$ cat config.mk
export PLATFORM = sky130hd
export DESIGN_NAME = latch_write_ctrl
export DESIGN_NICKNAME = d
export VERILOG_FILES = /design/src/rtl/latch_ctrl_pkg.sv /design/src/rtl/latch_phase_cnt.sv /design/src/rtl/latch_write_ctrl.sv
export SDC_FILE = /design/constraint.sdc
export NUM_CORES = 1
export LEC_CHECK = 0
export CAP_MARGIN = 15
export CORE_MARGIN = 3
export CORE_UTILIZATION = 35
export CTS_BUF_LIST = sky130_fd_sc_hd__clkbuf_4 sky130_fd_sc_hd__clkbuf_8 sky130_fd_sc_hd__clkbuf_16
export DETAILED_ROUTE_END_ITERATION = 6
export PLACE_DENSITY = 0.65
export REMOVE_ABC_BUFFERS = 1
export SETUP_SLACK_MARGIN = 0.15
export SYNTH_ARGS = -nofsm -noshare
export SYNTH_HDL_FRONTEND = slang
export SYNTH_SLANG_ARGS = --single-unit
$ cat constraint.sdc
create_clock -name clk -period 1.8 [get_ports clk]
set_input_delay 0.18 -clock clk [delete_from_list [all_inputs] [get_ports clk]]
set_output_delay 0.18 -clock clk [all_outputs]
set_load 0.02 [all_outputs]
$ cat src/rtl/latch_ctrl_pkg.sv
// Shared types and helpers for the latch write sequencer: request opcodes,
// sequencer states and the phase-counter width calculation.
package latch_ctrl_pkg;

  typedef enum logic [1:0] {
    OP_WRITE = 2'b00,
    OP_SET   = 2'b01,
    OP_CLEAR = 2'b10,
    OP_NOP   = 2'b11
  } op_e;

  typedef enum logic [2:0] {
    ST_IDLE,
    ST_SETUP,
    ST_PULSE,
    ST_HOLD,
    ST_DONE
  } state_e;

  function automatic int max3(input int a, input int b, input int c);
    int m;
    m = (a > b) ? a : b;
    m = (m > c) ? m : c;
    return (m < 1) ? 1 : m;
  endfunction

  // The counter loads the phase length and counts down to 1, so it must hold the largest length.
  function automatic int cnt_width(input int s, input int g, input int h);
    return $clog2(max3(s, g, h) + 1);
  endfunction

endpackage

$ cat src/rtl/latch_phase_cnt.sv
// Loadable down-counter shared by the SETUP, PULSE and HOLD phases; `last`
// flags the final cycle of the phase currently loaded.
module latch_phase_cnt
  import latch_ctrl_pkg::*;
#(
  parameter int W = 2
) (
  input  logic         clk,
  input  logic         rst_n,
  input  logic         load,
  input  logic [W-1:0] load_val,
  input  logic         en,
  output logic         last
);

  logic [W-1:0] cnt_q;
  logic [W-1:0] cnt_d;

  always_comb begin
    cnt_d = cnt_q;
    if (load) begin
      cnt_d = load_val;
    end else if (en && (cnt_q != '0)) begin
      cnt_d = cnt_q - 1'b1;
    end
  end

  // NOTE: sequential state is assigned with <= so every flop samples pre-edge values.
  always_ff @(posedge clk or negedge rst_n) begin
    if (!rst_n) begin
      cnt_q <= '0;
    end else begin
      cnt_q <= cnt_d;
    end
  end

  assign last = (cnt_q == W'(1));

endmodule

$ cat src/rtl/latch_write_ctrl.sv
// Valid/ready sequencer driving a D_latch macro with setup / pulse / hold timing.
// Optional readback check of lat_q in DONE is enabled by defining LATCH_WR_READBACK_EN.
module latch_write_ctrl
  import latch_ctrl_pkg::*;
#(
  parameter int LAT_WIDTH = 8,
  parameter int SETUP_CYC = 1,
  parameter int GATE_CYC  = 2,
  parameter int HOLD_CYC  = 1
) (
  input  logic                 clk,
  input  logic                 rst_n,
  input  logic                 req_valid,
  output logic                 req_ready,
  input  logic [1:0]           req_op,
  input  logic [LAT_WIDTH-1:0] req_data,
  output logic                 lat_aset,
  output logic                 lat_gate,
  output logic                 lat_aclr,
  output logic [LAT_WIDTH-1:0] lat_data,
  input  logic [LAT_WIDTH-1:0] lat_q,
  output logic                 busy,
  output logic                 done,
  output logic                 err
);

  localparam int CW = cnt_width(SETUP_CYC, GATE_CYC, HOLD_CYC);

  if (SETUP_CYC < 1) begin : g_bad_setup
    $error("latch_write_ctrl: SETUP_CYC must be at least 1");
  end
  if (GATE_CYC < 1) begin : g_bad_gate
    $error("latch_write_ctrl: GATE_CYC must be at least 1");
  end
  if (HOLD_CYC < 1) begin : g_bad_hold
    $error("latch_write_ctrl: HOLD_CYC must be at least 1");
  end

  state_e               state_q, state_d;
  op_e                  op_q, op_d;
  logic [LAT_WIDTH-1:0] lat_data_q, lat_data_d;
  logic                 req_ready_q, req_ready_d;
  logic                 busy_q, busy_d;
  logic                 done_q, done_d;
  logic                 err_q, err_d;
  logic                 lat_aset_q, lat_aset_d;
  logic                 lat_gate_q, lat_gate_d;
  logic                 lat_aclr_q, lat_aclr_d;

  logic                 cnt_load;
  logic [CW-1:0]        cnt_val;
  logic                 cnt_en;
  logic                 cnt_last;

  latch_phase_cnt #(.W(CW)) u_phase_cnt (
    .clk      (clk),
    .rst_n    (rst_n),
    .load     (cnt_load),
    .load_val (cnt_val),
    .en       (cnt_en),
    .last     (cnt_last)
  );

  assign cnt_en = (state_q == ST_SETUP) || (state_q == ST_PULSE) || (state_q == ST_HOLD);

  // NOTE: every signal written here gets a default first, so no latch is inferred.
  always_comb begin
    state_d    = state_q;
    op_d       = op_q;
    lat_data_d = lat_data_q;
    cnt_load   = 1'b0;
    cnt_val    = '0;

    unique case (state_q)
      ST_IDLE: begin
        if (req_valid && req_ready_q) begin
          op_d = op_e'(req_op);
          if (op_d == OP_NOP) begin
            state_d = ST_DONE;
          end else begin
            state_d  = ST_SETUP;
            cnt_load = 1'b1;
            cnt_val  = CW'(SETUP_CYC);
            if (op_d == OP_WRITE) lat_data_d = req_data;
          end
        end
      end
      ST_SETUP: begin
        if (cnt_last) begin
          state_d  = ST_PULSE;
          cnt_load = 1'b1;
          cnt_val  = CW'(GATE_CYC);
        end
      end
      ST_PULSE: begin
        if (cnt_last) begin
          state_d  = ST_HOLD;
          cnt_load = 1'b1;
          cnt_val  = CW'(HOLD_CYC);
        end
      end
      ST_HOLD: begin
        if (cnt_last) state_d = ST_DONE;
      end
      ST_DONE: state_d = ST_IDLE;
      default: state_d = ST_IDLE;
    endcase

    // Outputs are decoded from the next state so they are registered with it.
    req_ready_d = (state_d == ST_IDLE);
    busy_d      = (state_d != ST_IDLE);
    done_d      = (state_d == ST_DONE);
    lat_gate_d  = (state_d == ST_PULSE) && (op_d == OP_WRITE);
    lat_aset_d  = (state_d == ST_PULSE) && (op_d == OP_SET);
    lat_aclr_d  = (state_d == ST_PULSE) && (op_d == OP_CLEAR);
  end

`ifdef LATCH_WR_READBACK_EN
  logic [LAT_WIDTH-1:0] exp_q, exp_d;

  // The expected content follows each accept; a nop keeps the previous expectation.
  always_comb begin
    exp_d = exp_q;
    if ((state_q == ST_IDLE) && req_valid && req_ready_q) begin
      unique case (op_e'(req_op))
        OP_WRITE: exp_d = req_data;
        OP_SET:   exp_d = '1;
        OP_CLEAR: exp_d = '0;
        default:  exp_d = exp_q;
      endcase
    end
    err_d = (state_d == ST_DONE) && (lat_q != exp_d);
  end

  always_ff @(posedge clk or negedge rst_n) begin
    if (!rst_n) begin
      exp_q <= '0;
    end else begin
      exp_q <= exp_d;
    end
  end
`else
  logic unused_lat_q;
  assign unused_lat_q = ^lat_q;
  assign err_d        = 1'b0;
`endif

  always_ff @(posedge clk or negedge rst_n) begin
    if (!rst_n) begin
      state_q     <= ST_IDLE;
      op_q        <= OP_NOP;
      lat_data_q  <= '0;
      req_ready_q <= 1'b0;
      busy_q      <= 1'b0;
      done_q      <= 1'b0;
      err_q       <= 1'b0;
      lat_aset_q  <= 1'b0;
      lat_gate_q  <= 1'b0;
      lat_aclr_q  <= 1'b0;
    end else begin
      state_q     <= state_d;
      op_q        <= op_d;
      lat_data_q  <= lat_data_d;
      req_ready_q <= req_ready_d;
      busy_q      <= busy_d;
      done_q      <= done_d;
      err_q       <= err_d;
      lat_aset_q  <= lat_aset_d;
      lat_gate_q  <= lat_gate_d;
      lat_aclr_q  <= lat_aclr_d;
    end
  end

  assign req_ready = req_ready_q;
  assign busy      = busy_q;
  assign done      = done_q;
  assign err       = err_q;
  assign lat_aset  = lat_aset_q;
  assign lat_gate  = lat_gate_q;
  assign lat_aclr  = lat_aclr_q;
  assign lat_data  = lat_data_q;

endmodule
---- Word-level counts from Yosys, hierarchy flattened ----
Index checks and enable logic that the tools add are counted.
cells by class
  add/sub/neg operators ................... 1
  eq/ne operators ......................... 9
  mux-type cells .......................... 19
  bitwise gates (word level) .............. 1
  reductions and logical operators ........ 16
operators with widths
  kind                                               count
  2-to-1 mux 3 bit                                   5
  one-hot mux 3 bit (4 select lines)                 1
  2-to-1 mux 2 bit                                   5
  == test 3 x 2 -> 1 bit (second input constant)     3
  zero test 3 bit                                    2
  2-to-1 mux 1 bit                                   6
  one-hot mux 2 bit (3 select lines)                 1
  logical AND 1 bit                                  5
  == test 2 x 1 -> 1 bit (second input constant)     2
  == test 2 bit (second input constant)              2
  zero test 2 bit                                    2
  AND reduction 4 bit                                1
  nonzero test 2 bit                                 2
  == test 3 x 1 -> 1 bit (second input constant)     1
  == test 3 bit (second input constant)              1
  nonzero test 3 bit                                 1
  logical OR 1 bit                                   2
  one-hot mux 1 bit (2 select lines)                 1
  OR reduction 2 bit                                 1
  subtractor 2 x 1 -> 2 bit (second input constant)  1
  inverter 1 bit                                     1
word-level totals
  register bits after elaboration ......... 21
  input port bits ......................... 21
  output and inout port bits .............. 15

---- Logic depth before layout (Yosys ltp) ----
  word-level depth ........................ 6
  gate-level depth with buffers ........... 6
  mapped depth without buffers ............ 6

---- Hierarchy ----
A second synthesis with hierarchy kept.
second synthesis, totals
  cells, all modules ...................... 80
  area, all modules ....................... 982.2 um^2
by module, submodules not included
  module            times used  cells each  area an instance (um^2)
  latch_write_ctrl  1           66          843.3
  latch_phase_cnt   1           14          138.9

---- Worst setup path before layout ----
No wires, ideal clock.
  path kind ............................... reg2reg
  start ................................... reg state_q[1]
  end ..................................... reg lat_data_q[0] (netlist: lat_data[0])
  setup time .............................. 0.125 ns
  arrival time ............................ 1.765 ns
  data required time ...................... 1.675 ns
  path slack .............................. -0.090 ns
  cell stages (with the launch flop) ...... 6
  period minus slack after synthesis ...... 1.890 ns
  path through ............................ dfrtp_1 buf_6 or4_1 buf_2 nor3_4 mux2_2
between the ends
  word-level cells in the longest chain between the ends .. 2
RTL lines
  item                                  line                     text
  from (decl)                           latch_write_ctrl.sv:39   state_e state_q, state_d;
  from (signal assigned)                latch_write_ctrl.sv:161  state_q <= state_d;
  zero test 3 bit                       latch_write_ctrl.sv:74   unique case (state_q)
  AND reduction 4 bit (no source line)  n/a
  to (signal assigned)                  latch_write_ctrl.sv:163  lat_data_q <= lat_data_d;
  to (decl)                             latch_write_ctrl.sv:41   logic [LAT_WIDTH-1:0] lat_data_q, lat_data_d;
No other way between the ends.
A chain may end at the register's enable or synchronous reset.

---- Final worst setup path ----
  start ................................... reg state_q[1]
  end ..................................... reg lat_data_q[3] (netlist: lat_data[3])
Same word-level chain as after synthesis.

==> metrics.cfg <==
[die]
core_um2 = 2590
die-area_um2 = 3510
pin_count = 36
dieHeight_um = 59.2
start_util_pct = 38.3
die_width_um = 59.2
rows = 18

[clocking]
worstSkewPairLatency_ns = 0.30
hold_buffers = 0
cts_tree = done
cts.clk_slew.worst_paths_ns = 0.11
clock-sinks = 21
numCtsBuffers = 3
clock_path_buffers = 2
h-tree-depth = 1
cts-root-buf = clkbuf_4

[worst_setup_path]
worst-setup-path-type = flip-flop to flip-flop
path_max_fanout = 8
cp_data_arrival_time_ns = 1.90
crit_path_start = state_q[1]
crit_required_ns = 2.00
start_kind = flip-flop
timing.rr.start = state_q[1]
end_kind = flip-flop

[finish]
design_area_um2 = 1390
drive_gt1_share_pct = 21.3
diodes = 0
areaGrowthSynthToFinish_pct = 40.0
fin_util_pct = 53.6
fin_nets = 151

[run]
maxCapViolCount = 0

[timing]
finalSetupViolCount = 0
timing.final.hold_violations = 0
min_period_ns = 1.70
rsz0062_at_grt = yes
fin_skew_ns = 0.00495
fmax_mhz = 587
fin_crit_sh_pct = 94.6
setup_tns_ns = 0
drv_slew = 0

[global_routing]
grt.overflow.total = 0
grt_first_pass_wirelength_mm = 3.32
antenna_found_initial = 0
track_usage_pct = 12.3
grt_max_degree = 13
grt_pass1_vias = 763

[logic_synthesis]
synth_top_family_by_area = simple AND/OR/NAND/NOR gates
synthArstFlopShare_pct = 100
yosys.cell_types.count = 33
avgSynthCellArea_um2 = 10.9
synth_largest_area_cell = dfrtp_1
yosys_warnings = 0
synth.mux.area_fraction_pct = 9.09
synthFlopType = dfrtp_1
synth_seq_cells = 21
synth_simple_gate_area_share_pct = 17.0
synth_top_area_share_pct = 48.0
synth_compound_area_share_pct = 11.7
synthAdderAreaFrac_pct = 2.53
synth-xor-area-share_pct = 0.884
synth_area_um2 = 991
netlist_top_cells_area = dfrtp_1, mux2_2, dfstp_2
synth-edff-count = 0
syn_inst = 91
ys_seq_area_share_pct = 53.3

[run_status]
status = finished clean

[placement]
gp_congestion = 0.852
hpwlAfterDp_mm = 1.53
post_dp_cell_area_um2 = 1340
io_buffers = 26

[route]
vias_per_cell = 5.01
routed_wl_mm = 1.94
drt-pass1-iter-count = 4
drc = 0
postRouteAntennaNets = 0
via_count = 786
drt_iter0_drc = 19
post_drt_wl_per_cell_um = 12.4

[hold_path]
hold_class = input pin to async pin

[pwr]
peakVddDrop_uv = 848
p_per_area_nw_per_um2 = 1650
leakagePower_nw = 0.625

-- layer usage --
metal | GRT usage (%) | share of wire [%] | vias up | wire, µm
li1 | - | - | 386 | -
met1 | 16.2 | 46 | 370 | 900
met2 | 19.3 | 44 | 27 | 860
met3 | 2.83 | 7.8 | 3 | 152
met4 | 4.85 | 1.3 | 0 | 26
met5 | 0 | 0 | - | 0
-- area by class of cell --
class | count | area [µm²]
clock buffers | 3 | 22.5
fillers | 233 | 1200
multi-input cells | 60 | 420
clock inverters | 1 | 5.00
inverters | 5 | 18.8
repair buffers | 37 | 355
flip-flops and latches | 21 | 528
well taps | 30 | 37.5
-- final timing paths --
| check | depth (start not counted) | slack [ns] | endpoint |
|---|---|---|---|
| setup / recovery | 4 | 0.1 | lat_data[3] |
| hold / removal | 1 | 0.15 | lat_data[6] |
| setup reg to reg | 4 | 0.1 | lat_data[3] |
| hold reg to reg | 2 | 0.48 | op_q[1] |
| max in group asynchronous | 2 | 1.14 | op_q[0] |
| min in group clk | 2 | 0.48 | op_q[1] |
-- cell usage after synthesis (2+ instances only) --
cell	count
dfrtp_1	19
ha_1	2
nor2_1	3
mux2_2	8
a21oi_1	7
nand2_1	11
nand2b_1	4
o22ai_1	2
nand3b_1	3
inv_1	5
or4_1	2
clkbuf_1	2
o21ai_0	2
dfstp_2	2
-- report_power, final --
group	total, W	internal (W)	switching, W
clock network	0.000221	0.0000829	0.000138
registers	0.000798	0.000695	0.000103
logic	0.00128	0.000661	0.000616
total	0.00230	0.00144	0.000857
-- kinds of logic (layout without fill, tap and decap cells) --
logic type | Yosys count | count (layout)
XOR/XNOR | 1 | 1
multiplexers | 8 | 8
adder cells (fa/ha/maj) | 2 | 2
AO/OA/AOI/OAI | 18 | 18
AND/OR/NAND/NOR | 30 | 30
flip-flops | 21 | 21
buffers and inverters | 10 | 46
other | 1 | 1
-- sequential cells by signal (all words and copies together) (netlist names) --
register and count:
lat_aset 1, lat_aclr 1, lat_gate 1, state_q 3, u_phase_cnt.cnt_q 2, busy 1, req_ready 1, done 1
op_q 2, lat_data 8
-- stage by stage --
stage	power (W)	hold WS, ns	setup WS [ns]	cells
6_report	0.00230	0.146	0.0976	157
5_1_grt	0.00249	0.150	0.0671	157
4_1_cts	0.00231	0.148	0.0863	156
3_5_place_dp	0.00205	0.463	-0.195	151
3_3_place_gp	0.00203	0.462	-0.165	151
2_1_floorplan	0.00153	-0.116	-0.0736	86
-- worst max-delay path: stages, from the launching register on --
cell	delay [ns]
dfrtp_1	0.40
or4_4	0.56
nor3_4	0.16
buf_12	0.15
mux2_2	0.33
-- layout by cell type, fill, tap and decap left out, types with 2 or more instances in the layout --
cell type / instances
clkdlybuf4s50_1: 26
a21oi_1: 7
nand3b_1: 3
dfstp_2: 2
o21ai_0: 2
inv_1: 5
ha_1: 2
o22ai_1: 2
nor2_1: 3
dfrtp_1: 19
nand2b_1: 4
mux2_2: 7
clkbuf_4: 3
nand2_1: 11
buf_4: 10
-- repair_timing --
| action | 4_1_cts | 5_1_grt |
|---|---|---|
| setup endpoints to repair | 8 | 9 |
| buffers inserted | 1 | 1 |
| cloned | 0 | 0 |
| gates resized for setup | 1 | 1 |
Note: power is estimated with default switching activity, not from simulation.
